**src/rtl/red_blob_locator.sv**
```systemverilog
// red_blob_locator: accumulates per-frame statistics of the pixels that pass
// the colour filter (non-zero RGB). At frame end it takes a snapshot and runs a
// 31-step restoring divide to report the blob centroid, bounding box and hit
// count as one result record per frame.
//
// Output handshake: oValid is a single-cycle strobe with no ready/back-pressure.
// The result outputs change only on the cycle oValid is high and hold their
// values until the next strobe, so the consumer may capture on the strobe or at
// any time afterwards. oOverrun is a single-cycle strobe of the same kind.
module red_blob_locator #(
  parameter int WIDTH      = 640,
  parameter int HEIGHT     = 480,
  parameter int MIN_PIXELS = 16
) (
  input  logic        iCLK,
  input  logic        iRST_N,
  input  logic [10:0] iX_Cont,
  input  logic [10:0] iY_Cont,
  input  logic [11:0] iRed,
  input  logic [11:0] iGreen,
  input  logic [11:0] iBlue,
  input  logic        iDVAL,
  output logic        oValid,
  output logic        oFound,
  output logic [10:0] oCentX,
  output logic [10:0] oCentY,
  output logic [19:0] oPixCount,
  output logic [10:0] oMinX,
  output logic [10:0] oMaxX,
  output logic [10:0] oMinY,
  output logic [10:0] oMaxY,
  output logic        oOverrun,
  output logic [1:0]  dbg_state
);

  localparam logic [10:0] X_LAST = 11'(WIDTH - 1);
  localparam logic [10:0] Y_LAST = 11'(HEIGHT - 1);
  localparam logic [19:0] MIN_P  = 20'(MIN_PIXELS);

  typedef enum logic [1:0] {
    IDLE = 2'd0,
    DIV  = 2'd1,
    DONE = 2'd2
  } state_t;

  state_t state_q, state_d;

  // Running accumulators for the frame currently streaming in.
  logic [19:0] acc_cnt;
  logic [30:0] acc_sx, acc_sy;
  logic [10:0] acc_minx, acc_maxx, acc_miny, acc_maxy;

  // Accumulator values including the current pixel's contribution.
  logic [19:0] cnt_n;
  logic [30:0] sx_n, sy_n;
  logic [10:0] minx_n, maxx_n, miny_n, maxy_n;

  // Snapshot and divider working registers.
  logic [19:0] div_cnt;
  logic [30:0] dvd_x, dvd_y;
  logic [19:0] rem_x, rem_y;
  logic [10:0] q_x, q_y;
  logic [4:0]  iter;
  logic [10:0] snap_minx, snap_maxx, snap_miny, snap_maxy;

  logic hit, frame_end, accept;
  logic [20:0] trial_x, trial_y;
  logic [19:0] diff_x, diff_y;
  logic ge_x, ge_y;

  // Pixel qualification: out-of-range or invalid samples are ignored entirely.
  always_comb begin
    hit       = iDVAL && (iX_Cont <= X_LAST) && (iY_Cont <= Y_LAST)
                && (|{iRed, iGreen, iBlue});
    frame_end = iDVAL && (iX_Cont == X_LAST) && (iY_Cont == Y_LAST);
    accept    = frame_end && (state_q == IDLE);
  end

  // Next accumulator values; the first hit of a frame loads min/max directly.
  always_comb begin
    cnt_n  = acc_cnt;
    sx_n   = acc_sx;
    sy_n   = acc_sy;
    minx_n = acc_minx;
    maxx_n = acc_maxx;
    miny_n = acc_miny;
    maxy_n = acc_maxy;
    if (hit) begin
      cnt_n = acc_cnt + 20'd1;
      sx_n  = acc_sx + 31'(iX_Cont);
      sy_n  = acc_sy + 31'(iY_Cont);
      if (acc_cnt == 20'd0) begin
        minx_n = iX_Cont;
        maxx_n = iX_Cont;
        miny_n = iY_Cont;
        maxy_n = iY_Cont;
      end else begin
        if (iX_Cont < acc_minx) minx_n = iX_Cont;
        if (iX_Cont > acc_maxx) maxx_n = iX_Cont;
        if (iY_Cont < acc_miny) miny_n = iY_Cont;
        if (iY_Cont > acc_maxy) maxy_n = iY_Cont;
      end
    end
  end

  // Accumulators clear at every frame end so the next frame overlaps the divide.
  always_ff @(posedge iCLK or negedge iRST_N) begin
    if (!iRST_N) begin
      acc_cnt  <= '0;
      acc_sx   <= '0;
      acc_sy   <= '0;
      acc_minx <= '0;
      acc_maxx <= '0;
      acc_miny <= '0;
      acc_maxy <= '0;
    end else if (frame_end) begin
      acc_cnt  <= '0;
      acc_sx   <= '0;
      acc_sy   <= '0;
      acc_minx <= '0;
      acc_maxx <= '0;
      acc_miny <= '0;
      acc_maxy <= '0;
    end else begin
      acc_cnt  <= cnt_n;
      acc_sx   <= sx_n;
      acc_sy   <= sy_n;
      acc_minx <= minx_n;
      acc_maxx <= maxx_n;
      acc_miny <= miny_n;
      acc_maxy <= maxy_n;
    end
  end

  // One restoring-divide step for X and Y, sharing the count as divisor.
  // diff is only used when trial >= divisor, so its 20-bit result is exact.
  always_comb begin
    trial_x = {rem_x, dvd_x[30]};
    trial_y = {rem_y, dvd_y[30]};
    ge_x    = (trial_x >= {1'b0, div_cnt});
    ge_y    = (trial_y >= {1'b0, div_cnt});
    diff_x  = trial_x[19:0] - div_cnt;
    diff_y  = trial_y[19:0] - div_cnt;
  end

  // Snapshot on an accepted frame end, then shift one quotient bit per cycle.
  always_ff @(posedge iCLK or negedge iRST_N) begin
    if (!iRST_N) begin
      div_cnt   <= '0;
      dvd_x     <= '0;
      dvd_y     <= '0;
      rem_x     <= '0;
      rem_y     <= '0;
      q_x       <= '0;
      q_y       <= '0;
      iter      <= '0;
      snap_minx <= '0;
      snap_maxx <= '0;
      snap_miny <= '0;
      snap_maxy <= '0;
    end else if (accept) begin
      div_cnt   <= cnt_n;
      dvd_x     <= sx_n;
      dvd_y     <= sy_n;
      rem_x     <= '0;
      rem_y     <= '0;
      q_x       <= '0;
      q_y       <= '0;
      iter      <= '0;
      snap_minx <= minx_n;
      snap_maxx <= maxx_n;
      snap_miny <= miny_n;
      snap_maxy <= maxy_n;
    end else if (state_q == DIV) begin
      dvd_x <= {dvd_x[29:0], 1'b0};
      dvd_y <= {dvd_y[29:0], 1'b0};
      rem_x <= ge_x ? diff_x : trial_x[19:0];
      rem_y <= ge_y ? diff_y : trial_y[19:0];
      q_x   <= {q_x[9:0], ge_x};
      q_y   <= {q_y[9:0], ge_y};
      iter  <= iter + 5'd1;
    end
  end

  // Divider FSM state register.
  always_ff @(posedge iCLK or negedge iRST_N) begin
    if (!iRST_N) state_q <= IDLE;
    else         state_q <= state_d;
  end

  // Divider FSM next state: 31 DIV cycles, then one DONE cycle.
  always_comb begin
    state_d = state_q;
    case (state_q)
      IDLE:    if (frame_end) state_d = DIV;
      DIV:     if (iter == 5'd30) state_d = DONE;
      DONE:    state_d = IDLE;
      default: state_d = IDLE;
    endcase
  end

  // Result registers and strobes; an empty frame reports all zeros.
  always_ff @(posedge iCLK or negedge iRST_N) begin
    if (!iRST_N) begin
      oValid    <= 1'b0;
      oOverrun  <= 1'b0;
      oFound    <= 1'b0;
      oCentX    <= '0;
      oCentY    <= '0;
      oPixCount <= '0;
      oMinX     <= '0;
      oMaxX     <= '0;
      oMinY     <= '0;
      oMaxY     <= '0;
    end else begin
      oValid   <= (state_q == DONE);
      oOverrun <= frame_end && (state_q != IDLE);
      if (state_q == DONE) begin
        if (div_cnt == 20'd0) begin
          oFound    <= 1'b0;
          oCentX    <= '0;
          oCentY    <= '0;
          oPixCount <= '0;
          oMinX     <= '0;
          oMaxX     <= '0;
          oMinY     <= '0;
          oMaxY     <= '0;
        end else begin
          oFound    <= (div_cnt >= MIN_P);
          oCentX    <= q_x;
          oCentY    <= q_y;
          oPixCount <= div_cnt;
          oMinX     <= snap_minx;
          oMaxX     <= snap_maxx;
          oMinY     <= snap_miny;
          oMaxY     <= snap_maxy;
        end
      end
    end
  end

  assign dbg_state = state_q;

endmodule

```
**config.mk**
```make
export PLATFORM = sky130hd
export DESIGN_NAME = red_blob_locator
export DESIGN_NICKNAME = d
export VERILOG_FILES = /design/src/rtl/red_blob_locator.sv
export SDC_FILE = /design/constraint.sdc
export NUM_CORES = 1
export LEC_CHECK = 0
export CAP_MARGIN = 0
export CORE_ASPECT_RATIO = 1.2
export CORE_MARGIN = 2
export CORE_UTILIZATION = 24
export DETAILED_ROUTE_END_ITERATION = 7
export GPL_TIMING_DRIVEN = 0
export PLACE_DENSITY_LB_ADDON = 0.3
export SETUP_SLACK_MARGIN = 0.15
export SLEW_MARGIN = 20
export SYNTH_ARGS = -nofsm -noshare
export SYNTH_HDL_FRONTEND = slang
export SYNTH_SLANG_ARGS = --single-unit
export TNS_END_PERCENT = 50
```
**constraint.sdc**
```tcl
create_clock -name iCLK -period 3.5 [get_ports iCLK]
set_input_delay 0.525 -clock iCLK [delete_from_list [all_inputs] [get_ports iCLK]]
set_output_delay 0.525 -clock iCLK [all_outputs]
set_load 0.02 [all_outputs]
```
**Yosys cells after proc, flatten, opt, wreduce, memory -nomap -nowiden**

Cells that the tools add are included.

- Word-level logic and storage cells: 115
- Bits in registers: 410

- Magnitude comparators: 9
- Equality and inequality tests: 7
- Add/sub/neg operators: 6
- Reduce and logical (&&, ||, !) cells: 14
- Mux-type cells: 49

Operators by type and width:

| operator | count |
|---|---|
| $mux W11 | 26 |
| $mux W31 | 8 |
| $mux W20 | 9 |
| $add A31 B11 Y31 | 2 |
| $ge A21 B20 Y1 | 2 |
| $logic_not A20 Y1 | 2 |
| $sub A20 B20 Y20 | 2 |
| $reduce_or A36 Y1 | 1 |
| $gt A11 B11 Y1 | 2 |
| $lt A11 B11 Y1 | 2 |
| $add A20 B1 Y20 const B | 1 |
| $ge A20 B5 Y1 const B | 1 |
| $eq A11 B10 Y1 const B | 1 |
| $eq A11 B9 Y1 const B | 1 |
| $le A11 B10 Y1 const B | 1 |
| $le A11 B9 Y1 const B | 1 |
| $mux W5 | 2 |
| $logic_and A1 B1 Y1 | 7 |
| $add A5 B1 Y5 const B | 1 |
| $eq A5 B5 Y1 const B | 1 |
| $mux W2 | 2 |
| $pmux W2 S2 | 1 |
| $reduce_bool A2 Y1 | 2 |
| $eq A2 B1 Y1 const B | 1 |
| other kinds (6) | 6 |

**Longest topological paths before layout**

Gate-level depths: netlist (run 1).

- Depth in word-level cells: 6
- Mapped depth: 13

**Least setup slack after synthesis (run 1)**

No wires, ideal clock.

- Kind: input to register
- Start point: in iX_Cont[0]
- End point: reg dvd_x[30]
- Data arrival time: 2.583 ns
- Stages on the path: 10
- Path slack: 0.790 ns
- Required time: 3.373 ns
- Library setup time: 0.127 ns
- Path through: ha_1 > fa_1 > a211o_1 > a211oi_1 > or3_1 > a311oi_4 > nand4_4 > nor3_2 > xnor2_1 > o21ai_1

- Word-level cells in the longest chain between the ends: 6

RTL lines:

| item | line | text |
|---|---|---|
| start, declared | 17 | `input logic [10:0] iX_Cont,` |
| parallel branches: the longest is 6 deep, another holds $add A31 B11 Y31 | - |  |
| end signal, assigned | 163 | `dvd_x <= sx_n;` |
| end signal, assigned | 175 | `dvd_x <= {dvd_x[29:0], 1'b0};` |
| end, declared | 60 | `logic [30:0] dvd_x, dvd_y;` |

Parallel ways; which one is timed is not known.
A chain may end at the register's enable or synchronous reset.

**Worst setup path after layout (run 1)**

- Start point: reg div_cnt[15]
- End point: reg rem_y[16]

- Word-level cells in the longest chain between the ends: 4

RTL lines:

| item | line | text |
|---|---|---|
| start, declared | 59 | `logic [19:0] div_cnt;` |
| start signal, assigned | 162 | `div_cnt <= cnt_n;` |
| $sub A20 B20 Y20 / $ge A21 B20 Y1 (equally long branches) | 143, 141 |  |
| $mux W20 (*) | 178 | `rem_y <= ge_y ? diff_y : trial_y[19:0];` |
| $mux W20 (*) | 174 | `end else if (state_q == DIV) begin` |
| $mux W20 (*) | 161 | `end else if (accept) begin` |
| end signal, assigned | 178 |  |
| end, declared | 61 | `logic [19:0] rem_x, rem_y;` |

Every way passes the cells marked *; elsewhere a longest branch is shown, timed or not. The select of a mux whose other input is x is not followed.

==> key figures, run 1 <==
Cells and area
  – Nets: 2,546
  – Layout cells sized above 1: approximately 6.5%
  – Area growth syn-to-layout: 23.8%
  – Commonest non-fill, non-tap cell in the layout: dfrtp_1
  – Most frequent cells in the layout: dfrtp_1 (407), nand2_1 (255), nor2_1 (189)
  – Fillers: approximately 9.1k
  – Number of diodes: 0
  – Fin util: 30.0%
  – Design area: approximately 26,000 um2
  – Finished Layout Cells: about 3.6k

Global routing
  – Total track usage: between 10 and 15%
  – Vias in the first global route: 16.9k
  – Grt total ovfl: 0
  – Global-route wire length before repair: roughly 100 mm
  – Largest net degree at the start of global routing: 97
  – Antenna violations before repair: 0

Die
  – Initial Utilization: about a quarter
  – Die H: about 330 um
  – Placeable Area: between 80,000 and 90,000 um2
  – Die area: between 80,000 and 90,000 um2
  – Die width: 274 um
  – Row Count: approximately 120
  – Ports: about 150

Clock tree
  – CTS tree: built
  – Skew-Pair Late Insertion Delay: around 620 ps
  – Clock sinks: slightly above 400
  – Num CTS Buffers: 49
  – Clk pin slew, worst setup/hold paths: approximately 60 ps
  – Root Driver: clkbuf_16
  – H-tree levels: 2
  – Clk buf depth: 3

Power
  – Leak: approximately 11 nW
  – PD cells: around 590 nW/um2
  – Total Power: 15.3 mW
  – Peak supply drop: 343 uV

Placed design
  – Port bufs: around 150
  – Routability-driven placement congestion ratio: ~0.85
  – Placed cell areas: 24,000 um2
  – DP Cell Count: 3,452
  – Placement Setup Slack: -965 ps
  – DPL Wire Length: 45.4 mm

Route
  – 1st-pass router iterations: 5
  – Drt total wl: 62.9 mm
  – Overall via count from detail_route: 16.8k
  – Antenna-violating nets left: 0
  – Remaining DRCs: 0
  – Drt first-iter violations: approximately 1.0k
  – Routed vias/inst: 4.72
  – Average wire per standard cell: ~18 um

Setup path
  – Reg2Reg Capture Point: rem_y[16]$_DFFE_PN0P_
  – CP arrival: about 3800 ps
  – R2R Setup Slk: 130 ps
  – Worst EP required: approximately 4000 ps
  – Crit path launch: div_cnt[15]$_DFFE_PN0P_
  – Worst path cell trace: inv_1, ha_1, clkbuf_2, nand3_1, nor4_1, a21oi_1, and3_1, a221o_1, clkbuf_1, clkbuf_4, mux2i_1, o21ai_0
  – Worst Path Max Fanout: 10
  – Crit Reg-Reg Startpoint: div_cnt[15]$_DFFE_PN0P_
  – Worst Setup EP: rem_y[16]$_DFFE_PN0P_
  – Crit end category: register
  – Kind of critical path: reg2reg
  – R2r worst-path depth: 12
  – Critical-path top delay cell: dfrtp_1
  – CP Launch Type: register
  – Crit-path max cell delay: roughly 490 ps

Flow run
  – Max_cap viols: 0

STA
  – RSZ-0062 raised after global routing: true
  – Fin crit period: about 3400 ps
  – Relative slew margins: between 20% and 30%
  – Final Cycle Share: between 90% and 100%
  – Final setup fails: 0
  – Final hold violations: 0
  – Worst Tran Pin Value: 1150 ps
  – Max Freq: between 200 and 300 MHz
  – Final setup skew: a little under 40 ps
  – Fin Setup TNS: 0 ps
  – Min Hold Slack: 467 ps
  – Fin. max-slew vios: 0
  – Fin worst setup slack: between 100 and 150 ps

Logic synthesis
  – Mean area per synthesized cell: about 10 um2
  – Distinct cell type count after synthesis: 75
  – Post-synth EDFFs: 0
  – Synth Cell Area: 20,900 um2
  – Post-synthesis register bit count: 410
  – Ys async rst share: 100%
  – Top FF cell, synth: dfrtp_1
  – Yosys warns: 0
  – Mapped Cells: about 2.2k
  – Proportion of synthesized chip area in sequential cells: 49.0%
  – Post-Syn Nets: ~2.3k

Worst hold path
  – Hold crit path type: reg2reg
  – Worst Hold Launch: snap_miny[10]$_DFFE_PN0P_

Status
  – Status: completed
==> critical path: cells and delay by family (launching register included) <==
kind,cells,cell delay [ps]
buf+inv,4,810
flops,1,490
simple gates,3,750
fa+ha+maj,1,300
compound gates,3,590
mux,1,270
==> how the worst min path moves through the flow <==
stage,cells after the start,end
global placement,2,snap_minx[7]$_DFFE_PN0P_
detailed placement,2,snap_minx[8]$_DFFE_PN0P_
floorplan,0,acc_cnt[0]$_DFF_PN0_
CTS,2,snap_miny[10]$_DFFE_PN0P_
finish,2,snap_miny[10]$_DFFE_PN0P_
global route,2,snap_miny[9]$_DFFE_PN0P_
==> flip-flops by register name (all words and copies together), names as in the netlist, 20 cells and up <==
signal	count
acc_sy	31
acc_sx	31
acc_cnt	20
dvd_x	31
div_cnt	20
rem_y	20
dvd_y	31
rem_x	20
oPixCount	20
==> logic make-up after synthesis <==
group                    Yosys count  share of synthesized area [%]
multiplexers                      69                           3.30
AO/OA/AOI/OAI                    563                           17.6
XOR/XNOR                          99                           4.14
buffers and inverters            209                           3.88
adder cells (fa/ha/maj)          112                           6.84
flip-flops                       410                           49.0
AND/OR/NAND/NOR                  694                           15.3
==> cells in the mapped netlist (3+ instances only) <==
master	n	area, um2
a211o_1	7	61.3
a211oi_1	13	97.6
a21o_1	31	233
a21oi_1	103	515
a221o_1	3	30.0
a22o_1	82	718
a22oi_1	31	233
a31oi_1	9	56.3
a32o_1	5	50.1
a32oi_1	10	87.6
and2_1	4	25.0
and3_1	51	319
and4_1	3	26.3
buf_1	16	60.1
buf_2	13	65.1
buf_4	3	22.5
clkbuf_1	79	297
dfrtp_1	410	10300
fa_1	4	80.1
ha_1	108	1350
inv_1	97	364
mux2i_1	68	681
nand2_1	255	957
nand2b_1	17	106
nand3_1	66	330
nand4_1	26	163
nor2_1	190	713
nor2b_1	11	68.8
nor3_1	23	115
nor3_2	4	40.0
nor4_1	23	144
o211ai_1	5	37.5
o21a_1	16	120
o21ai_0	182	911
o21ai_1	19	95.1
o21bai_1	5	37.5
o22ai_1	3	18.8
o31ai_1	13	97.6
or3_1	5	31.3
or4_1	5	37.5
xnor2_1	56	490
xor2_1	43	377
==> power by group <==
| group | internal, mW | switching [mW] |
|---|---|---|
| logic | 1.76 | 2.39 |
| clock network | 3.28 | 2.16 |
| registers | 5.27 | 0.403 |
| total | 10.3 | 4.96 |
==> layout make-up <==
class	instances	area, um2	share of cell area [%]
buffer	112	465	1.80
sequential	410	10300	39.6
clock inverter	20	262	1.01
clock buffer	68	1460	5.63
timing repair buffer	166	1740	6.71
multi-input combinational	1537	9950	38.4
inverter	97	364	1.40
tap	1140	1430	5.50
==> metal layers <==
layer | wire, um | vias to the layer above | GRT usage, %
met4 | 1390 | 0 | 3.80
met1 | 28700 | 8262 | 19.0
met5 | 0 | - | 0
met3 | 2740 | 79 | 2.19
met2 | 30100 | 333 | 23.2
li1 | - | 8098 | -
==> timing repair <==
| action | 4_1_cts | 5_1_grt |
|---|---|---|
| hold buffers | 1 | 0 |
| setup endpoints to repair | 279 | 70 |
| pin swaps | 2 | 2 |
| buffers inserted | 6 | 3 |
| hold endpoints to repair | 77 | 0 |
| gates resized for setup | 13 | 17 |
No activity file was read; power rests on OpenSTA's default activity.
==> run 2: changes to the inputs <==
- CORE_MARGIN: 2 -> 5
- clock period: 3.5 -> 3.3 ns (I/O delays scaled with it)
==> run 2 against run 1 <==
Compared with the run above:
- first-iteration DRC count increased by 7.1%
- final cell count increased by 0.23%
- die area increased by 4.1%
- setup slack improved by 99 ps
- critical path depth decreased by 2
- count of clock-buffer cells in the layout decreased by 8
- register-to-register slack improved by 110 ps
- global-route usage decreased by 0.65 points
- worst hold slack got worse by 40 ps
- via count increased by 0.73%
- clock power increased by 3%
- critical endpoint is now dvd_x[30]$_DFFE_PN0P_
==> key figures, run 2 (synthesis results as in run 1) <==
Power
  – PD cells: 619 nW/um2 (was 589 nW/um2)
  – Leak: 11.5 nW (was 11.4 nW)
  – Peak supply drop: 382 uV (was 343 uV)

STA
  – RSZ-0062 raised after global routing: true (unchanged)
  – Relative slew margins: 27.0% (was 23.2%)
  – Fin crit period: about 3100 ps
  – Fin worst setup slack: 230 ps (was 131 ps)
  – Final setup fails: 0 (unchanged)
  – Final setup skew: 31.0 ps (was 38.8 ps)
  – Fin. max-slew vios: 0 (unchanged)
  – Max Freq: between 300 and 400 MHz
  – Final Cycle Share: between 90 and 100%
  – Min Hold Slack: 427 ps (was 467 ps)
  – Final hold violations: 0 (unchanged)
  – Worst Tran Pin Value: 1090 ps (was 1150 ps)

Global routing
  – Total track usage: 13.4% (was 14.0%)
  – Antenna violations before repair: 0 (unchanged)
  – Grt total ovfl: 0 (unchanged)
  – Largest net degree at the start of global routing: 94 (was 97)
  – Vias in the first global route: 17.3k (was 16.9k)
  – Global-route wire length before repair: 100 mm (was 98.8 mm)

Cells and area
  – Design area: 26,100 um2 (was 25,900 um2)
  – Area growth syn-to-layout: 24.5% (was 23.8%)
  – Fin util: 30.1% (was 30.0%)
  – Commonest non-fill, non-tap cell in the layout: dfrtp_1 (unchanged)
  – Nets: 2,553 (was 2,546)
  – Layout cells sized above 1: 7.69% (was 6.47%)
  – Number of diodes: 0 (unchanged)
  – Most frequent cells in the layout: dfrtp_1 (402), nand2_1 (255), nor2_1 (189) (was dfrtp_1 (407), nand2_1 (255), nor2_1 (189))

Route
  – Drt first-iter violations: 1,108 (was 1,035)
  – Routed vias/inst: 4.75 (was 4.72)
  – Remaining DRCs: 0 (unchanged)
  – Antenna-violating nets left: 0 (unchanged)
  – 1st-pass router iterations: 5 (unchanged)
  – Average wire per standard cell: 17.8 um (was 17.7 um)
  – Drt total wl: 63.5 mm (was 62.9 mm)
  – Overall via count from detail_route: 16.9k (was 16.8k)

Setup path
  – CP arrival: 3510 ps (was 3830 ps)
  – Worst Path Max Fanout: 9 (was 10)
  – CP top delay family: simple AND/OR/NAND/NOR gates (was buffers and inverters)
  – Crit end category: register (unchanged)
  – CP Buf/Inv Count: 1 (was 4)
  – Worst path cell trace: clkdlybuf4s50_1, ha_1, a211o_1, a211oi_2, or3_1, a311oi_4, nand4_4, nor3_2, xnor2_1, o21ai_1 (was inv_1, ha_1, clkbuf_2, nand3_1, nor4_1, a21oi_1, and3_1, a221o_1, clkbuf_1, clkbuf_4, mux2i_1, o21ai_0)
  – CP Launch Type: input pin (was register)
  – Worst EP required: 3740 ps (was 3960 ps)
  – Crit-path max cell delay: 580 ps (was 490 ps)
  – Critical-path top delay cell: clkdlybuf4s50_1 (was dfrtp_1)
  – R2R Setup Slk: 240 ps (was 130 ps)
  – Kind of critical path: in2reg (was reg2reg)

Placed design
  – DPL Wire Length: 46.1 mm (was 45.4 mm)
  – Placed cell areas: 24,000 um2 (about the same)
  – Routability-driven placement congestion ratio: 0.862 (was 0.850)
  – Port bufs: 151 (unchanged)
  – Placement Setup Slack: -1100 ps (was -965 ps)

Clock tree
  – H-tree levels: 2 (unchanged)
  – Skew-Pair Late Insertion Delay: 600 ps (was 620 ps)
  – Clock sinks: 410 (unchanged)
  – CTS tree: built (unchanged)
  – Root Driver: clkbuf_16 (unchanged)
  – Clk pin slew, worst setup/hold paths: 60 ps (about the same)
  – Num CTS Buffers: 49 (unchanged)
  – Clk buf depth: 3 (unchanged)

Die
  – Ports: 152 (unchanged)
  – Die area: 93,300 um2 (was 89,600 um2)
  – Die width: 280 um (was 274 um)
  – Initial Utilization: 24.2% (about the same)
  – Die H: 334 um (was 328 um)
  – Row Count: 118 (unchanged)
  – Placeable Area: 86,500 um2 (was 86,400 um2)

Worst hold path
  – Hold crit path type: in2async (was reg2reg)

Flow run
  – Max_cap viols: 0 (unchanged)

Status
  – Status: completed (unchanged)
## run 2: changes by cell type in the layout (fill, tap and decap cells not counted), sizes merged
cell           before  now
clkbuf            149  139
bufinv              5    6
clkinvlp            1    4
inv                98   99
buf                46   55
clkdlybuf4s50     149  141
dlygate4sd2         0    3
clkinv             13   17
dlymetal6s2s        1    6
## run 2: cell type report
class	count	area, um2
Clock inverter	29	347
Timing Repair Buffer	173	1790
Buffer	112	483
Multi-Input combinational cell	1537	10100
Tap cell	1140	1430
Inverter	97	364
Sequential cell	410	10300
Fill cell	9257	60500
Clock buffer	60	1320
## run 2: final timing paths
check / startpoint / endpoint / depth (start not counted)
worst min register to register: snap_miny[10]$_DFFE_PN0P_ / snap_miny[10]$_DFFE_PN0P_ / 2
worst max-delay path: iX_Cont[2] / dvd_x[30]$_DFFE_PN0P_ / 10
worst min-delay path: iRST_N / oMaxX[5]$_DFFE_PN0P_ / 2
worst max register to register: div_cnt[6]$_DFFE_PN0P_ / rem_y[16]$_DFFE_PN0P_ / 11
max in group asynchronous: iRST_N / acc_sx[17]$_DFF_PN0_ / 4
min in group iCLK: iX_Cont[4] / acc_minx[4]$_DFF_PN0_ / 3
## run 2: report_power, final
group / switching, mW / internal (mW) / leakage [nW] / total [mW]
sequential: 0.428 / 5.59 / 5.39 / 6.01
clock: 2.28 / 3.33 / 0.816 / 5.61
combinational: 2.59 / 1.91 / 5.30 / 4.51
total: 5.30 / 10.8 / 11.5 / 16.1
## run 2: timing repair
| action | in CTS | in global routing |
|---|---|---|
| setup endpoints to repair | 322 | 121 |
| buffers inserted | 9 | 7 |
| endpoints found under the hold margin | 61 | 0 |
| pin swaps | 3 | 5 |
| hold buffers | 1 | 0 |
| resized for setup | 30 | 44 |
## run 2: per-stage QoR
step | instances | TNS (ps) | power [mW]
3_5_place_dp | 3452 | -224720 | 10.4
6_report | 3558 | 0 | 16.1
2_1_floorplan | 2156 | 0 | 9.26
3_3_place_gp | 3447 | -7361960 | 10.4
5_1_grt | 3558 | 0 | 17.1
4_1_cts | 3551 | 0 | 16.2
## run 2: metal layers
metal,vias to the layer above,global-route usage [%],part of all wire (%)
li1,8096,-,-
met1,8336,18.0,45
met2,369,22.6,48
met3,94,1.96,4.4
met4,0,3.59,2.5
met5,-,0,0
==> run 3: changes to the inputs <==
- ABC_CLOCK_PERIOD_IN_PS: default -> 3300
- RECOVER_POWER: default -> 50
==> run 3 against run 2 <==
Compared with the run above:
- the run now ends with max-capacitance violations, max-slew violations left
- global-route usage unchanged
- combinational power about the same
- final area about the same
- largest cell class unchanged
- clock skew down 2.0 ps
- critical path depth up 1
- register-to-register slack about the same
- routed wire length about the same
- setup slack better by 7.3 ps
- sequential power about the same
- count of clock-buffer cells in the layout unchanged
- total power about the same
==> key figures, run 3 (synthesis results as in run 1) <==
Setup path
  – Crit-path max cell delay: 460 ps (was 580 ps)
  – R2R Setup Slk: 240 ps (about the same)
  – CP top delay family: compound AO/OA/AOI/OAI gates (was simple AND/OR/NAND/NOR gates)
  – Critical-path top delay cell: dfrtp_2 (was clkdlybuf4s50_1)
  – CP Launch Type: register (was input pin)
  – Worst EP required: 3750 ps (was 3740 ps)
  – Crit end category: register (unchanged)
  – Most frequent CP cell: a211o_1
  – CP arrival: 3510 ps (about the same)
  – CP Buf/Inv Count: 3 (was 1)
  – Worst Path Max Fanout: 10 (was 9)
  – Kind of critical path: reg2reg (was in2reg)
  – Worst path cell trace: inv_1, ha_1, a21o_1, a211o_1, o21ai_1, a211o_1, a221o_1, clkbuf_1, buf_4, mux2i_1, o21ai_0 (was clkdlybuf4s50_1, ha_1, a211o_1, a211oi_2, or3_1, a311oi_4, nand4_4, nor3_2, xnor2_1, o21ai_1)

STA
  – Fin worst setup slack: 238 ps (was 230 ps)
  – Max Freq: 327 MHz (was 326 MHz)
  – Min Hold Slack: 456 ps (was 427 ps)
  – Final setup skew: 29.0 ps (was 31.0 ps)
  – Final hold violations: 0 (unchanged)
  – Fin crit period: 3060 ps (was 3070 ps)
  – Final setup fails: 0 (unchanged)
  – Worst Tran Pin Value: 1730 ps (was 1090 ps)
  – Final Cycle Share: 92.8% (was 93.0%)
  – Relative slew margins: -15.5% (was 27.0%)
  – Fin Setup TNS: 0 ps (unchanged)
  – Fin. max-slew vios: 62 (was 0)
  – RSZ-0062 raised after global routing: true (unchanged)

Placed design
  – Routability-driven placement congestion ratio: 0.862 (unchanged)
  – DPL Wire Length: 46.1 mm (unchanged)
  – DP Cell Count: 3,452 (unchanged)
  – Placed cell areas: 24,000 um2 (unchanged)
  – Placement Setup Slack: -1100 ps (unchanged)
  – Port bufs: 151 (unchanged)

Status
  – Failing checks: max-capacitance violations, max-slew violations
  – Status: complete, but fails checks (was completed)

Clock tree
  – Clk pin slew, worst setup/hold paths: 60 ps (about the same)
  – Num CTS Buffers: 49 (unchanged)
  – Clock sinks: 410 (unchanged)
  – Skew-Pair Late Insertion Delay: 600 ps (about the same)
  – Root Driver: clkbuf_16 (unchanged)
  – Clk buf depth: 3 (unchanged)
  – CTS tree: built (unchanged)
  – H-tree levels: 2 (unchanged)

Global routing
  – Vias in the first global route: 17.3k (unchanged)
  – Total track usage: 13.4% (unchanged)
  – Largest net degree at the start of global routing: 94 (unchanged)
  – Grt total ovfl: 0 (unchanged)
  – Antenna violations before repair: 0 (unchanged)
  – Global-route wire length before repair: 100 mm (unchanged)

Cells and area
  – Number of diodes: 0 (unchanged)
  – Layout cells sized above 1: 7.69% (unchanged)
  – Fillers: 9,258 (was 9,257)
  – Fin util: 30.1% (about the same)
  – Most frequent cells in the layout: dfrtp_1 (402), nand2_1 (255), nor2_1 (189) (unchanged)
  – Commonest non-fill, non-tap cell in the layout: dfrtp_1 (unchanged)
  – Design area: 26,100 um2 (about the same)
  – Area growth syn-to-layout: 24.4% (was 24.5%)
  – Finished Layout Cells: 3,558 (unchanged)
  – Nets: 2,553 (unchanged)

Power
  – Peak supply drop: 382 uV (about the same)
  – Leak: 11.7 nW (was 11.5 nW)
  – Total Power: 16.1 mW (about the same)
  – PD cells: 619 nW/um2 (about the same)

Route
  – Remaining DRCs: 0 (unchanged)
  – Drt total wl: 63.5 mm (about the same)
  – Overall via count from detail_route: 16.9k (about the same)
  – Drt first-iter violations: 1,057 (was 1,108)
  – Average wire per standard cell: 17.8 um (about the same)
  – 1st-pass router iterations: 5 (unchanged)
  – Antenna-violating nets left: 0 (unchanged)
  – Routed vias/inst: 4.75 (about the same)

Die
  – Die area: 93,300 um2 (unchanged)
  – Placeable Area: 86,500 um2 (unchanged)
  – Ports: 152 (unchanged)
  – Die width: 280 um (unchanged)
  – Die H: 334 um (unchanged)
  – Row Count: 118 (unchanged)
  – Initial Utilization: 24.2% (unchanged)

Worst hold path
  – Hold crit path type: in2reg (was in2async)

Flow run
  – Max_cap viols: 1 (was 0)
[run 3: cell count changes in the layout (fill, tap and decap cells not counted), sizes merged]
cell           change
buf                -1
clkdlybuf4s50     -43
clkbuf             +1
dlygate4sd3       +43
[run 3: area by class of cell]
type | count | area, um2 | share of cell area (%)
clock inverters | 29 | 347 | 1.33
plain buffers | 112 | 483 | 1.85
flip-flops and latches | 410 | 10300 | 39.4
well taps | 1140 | 1430 | 5.47
clock buffers | 60 | 1320 | 5.06
inverters | 97 | 364 | 1.40
repair buffers | 173 | 1780 | 6.82
multi-input cells | 1537 | 10100 | 38.6
[run 3: worst register-to-register path: cells and delay by family (launching register included)]
family          cells  cell delay, ps
compound gates      6            1140
fa+ha+maj           1             410
buf+inv             3             660
flops               1             460
mux                 1             250
[run 3: repair_timing]
item                                   in CTS  in global routing
buffers inserted                            9                  7
setup endpoints to repair                 322                121
pin swaps                                   3                  5
hold buffers                                1                  0
endpoints found under the hold margin      61                  0
gates resized for setup                    30                 44
[run 3: final timing paths]
path	from	to	cells past startpoint
max	div_cnt[6]$_DFFE_PN0P_	rem_y[16]$_DFFE_PN0P_	11
min	iX_Cont[4]	acc_minx[4]$_DFF_PN0_	3
max reg2reg	div_cnt[6]$_DFFE_PN0P_	rem_y[16]$_DFFE_PN0P_	11
min reg2reg	oPixCount[0]$_DFFE_PN0P_	oPixCount[0]$_DFFE_PN0P_	2
max in group asynchronous	iRST_N	acc_sx[17]$_DFF_PN0_	4
min in group asynchronous	iRST_N	oMaxX[5]$_DFFE_PN0P_	2
[run 3: per-layer routing]
layer  part of all wire, %  GRT usage, %
met5                     0             0
met4                   2.4          3.59
met3                   4.4          1.96
met2                    48          22.6
met1                    45          18.0
[run 3: where the power goes]
part           leakage (nW)  total [mW]  internal, mW  switching (mW)
sequential             5.39        6.01          5.59           0.428
clock                 0.816        5.61          3.33            2.28
combinational          5.45        4.50          1.91            2.59
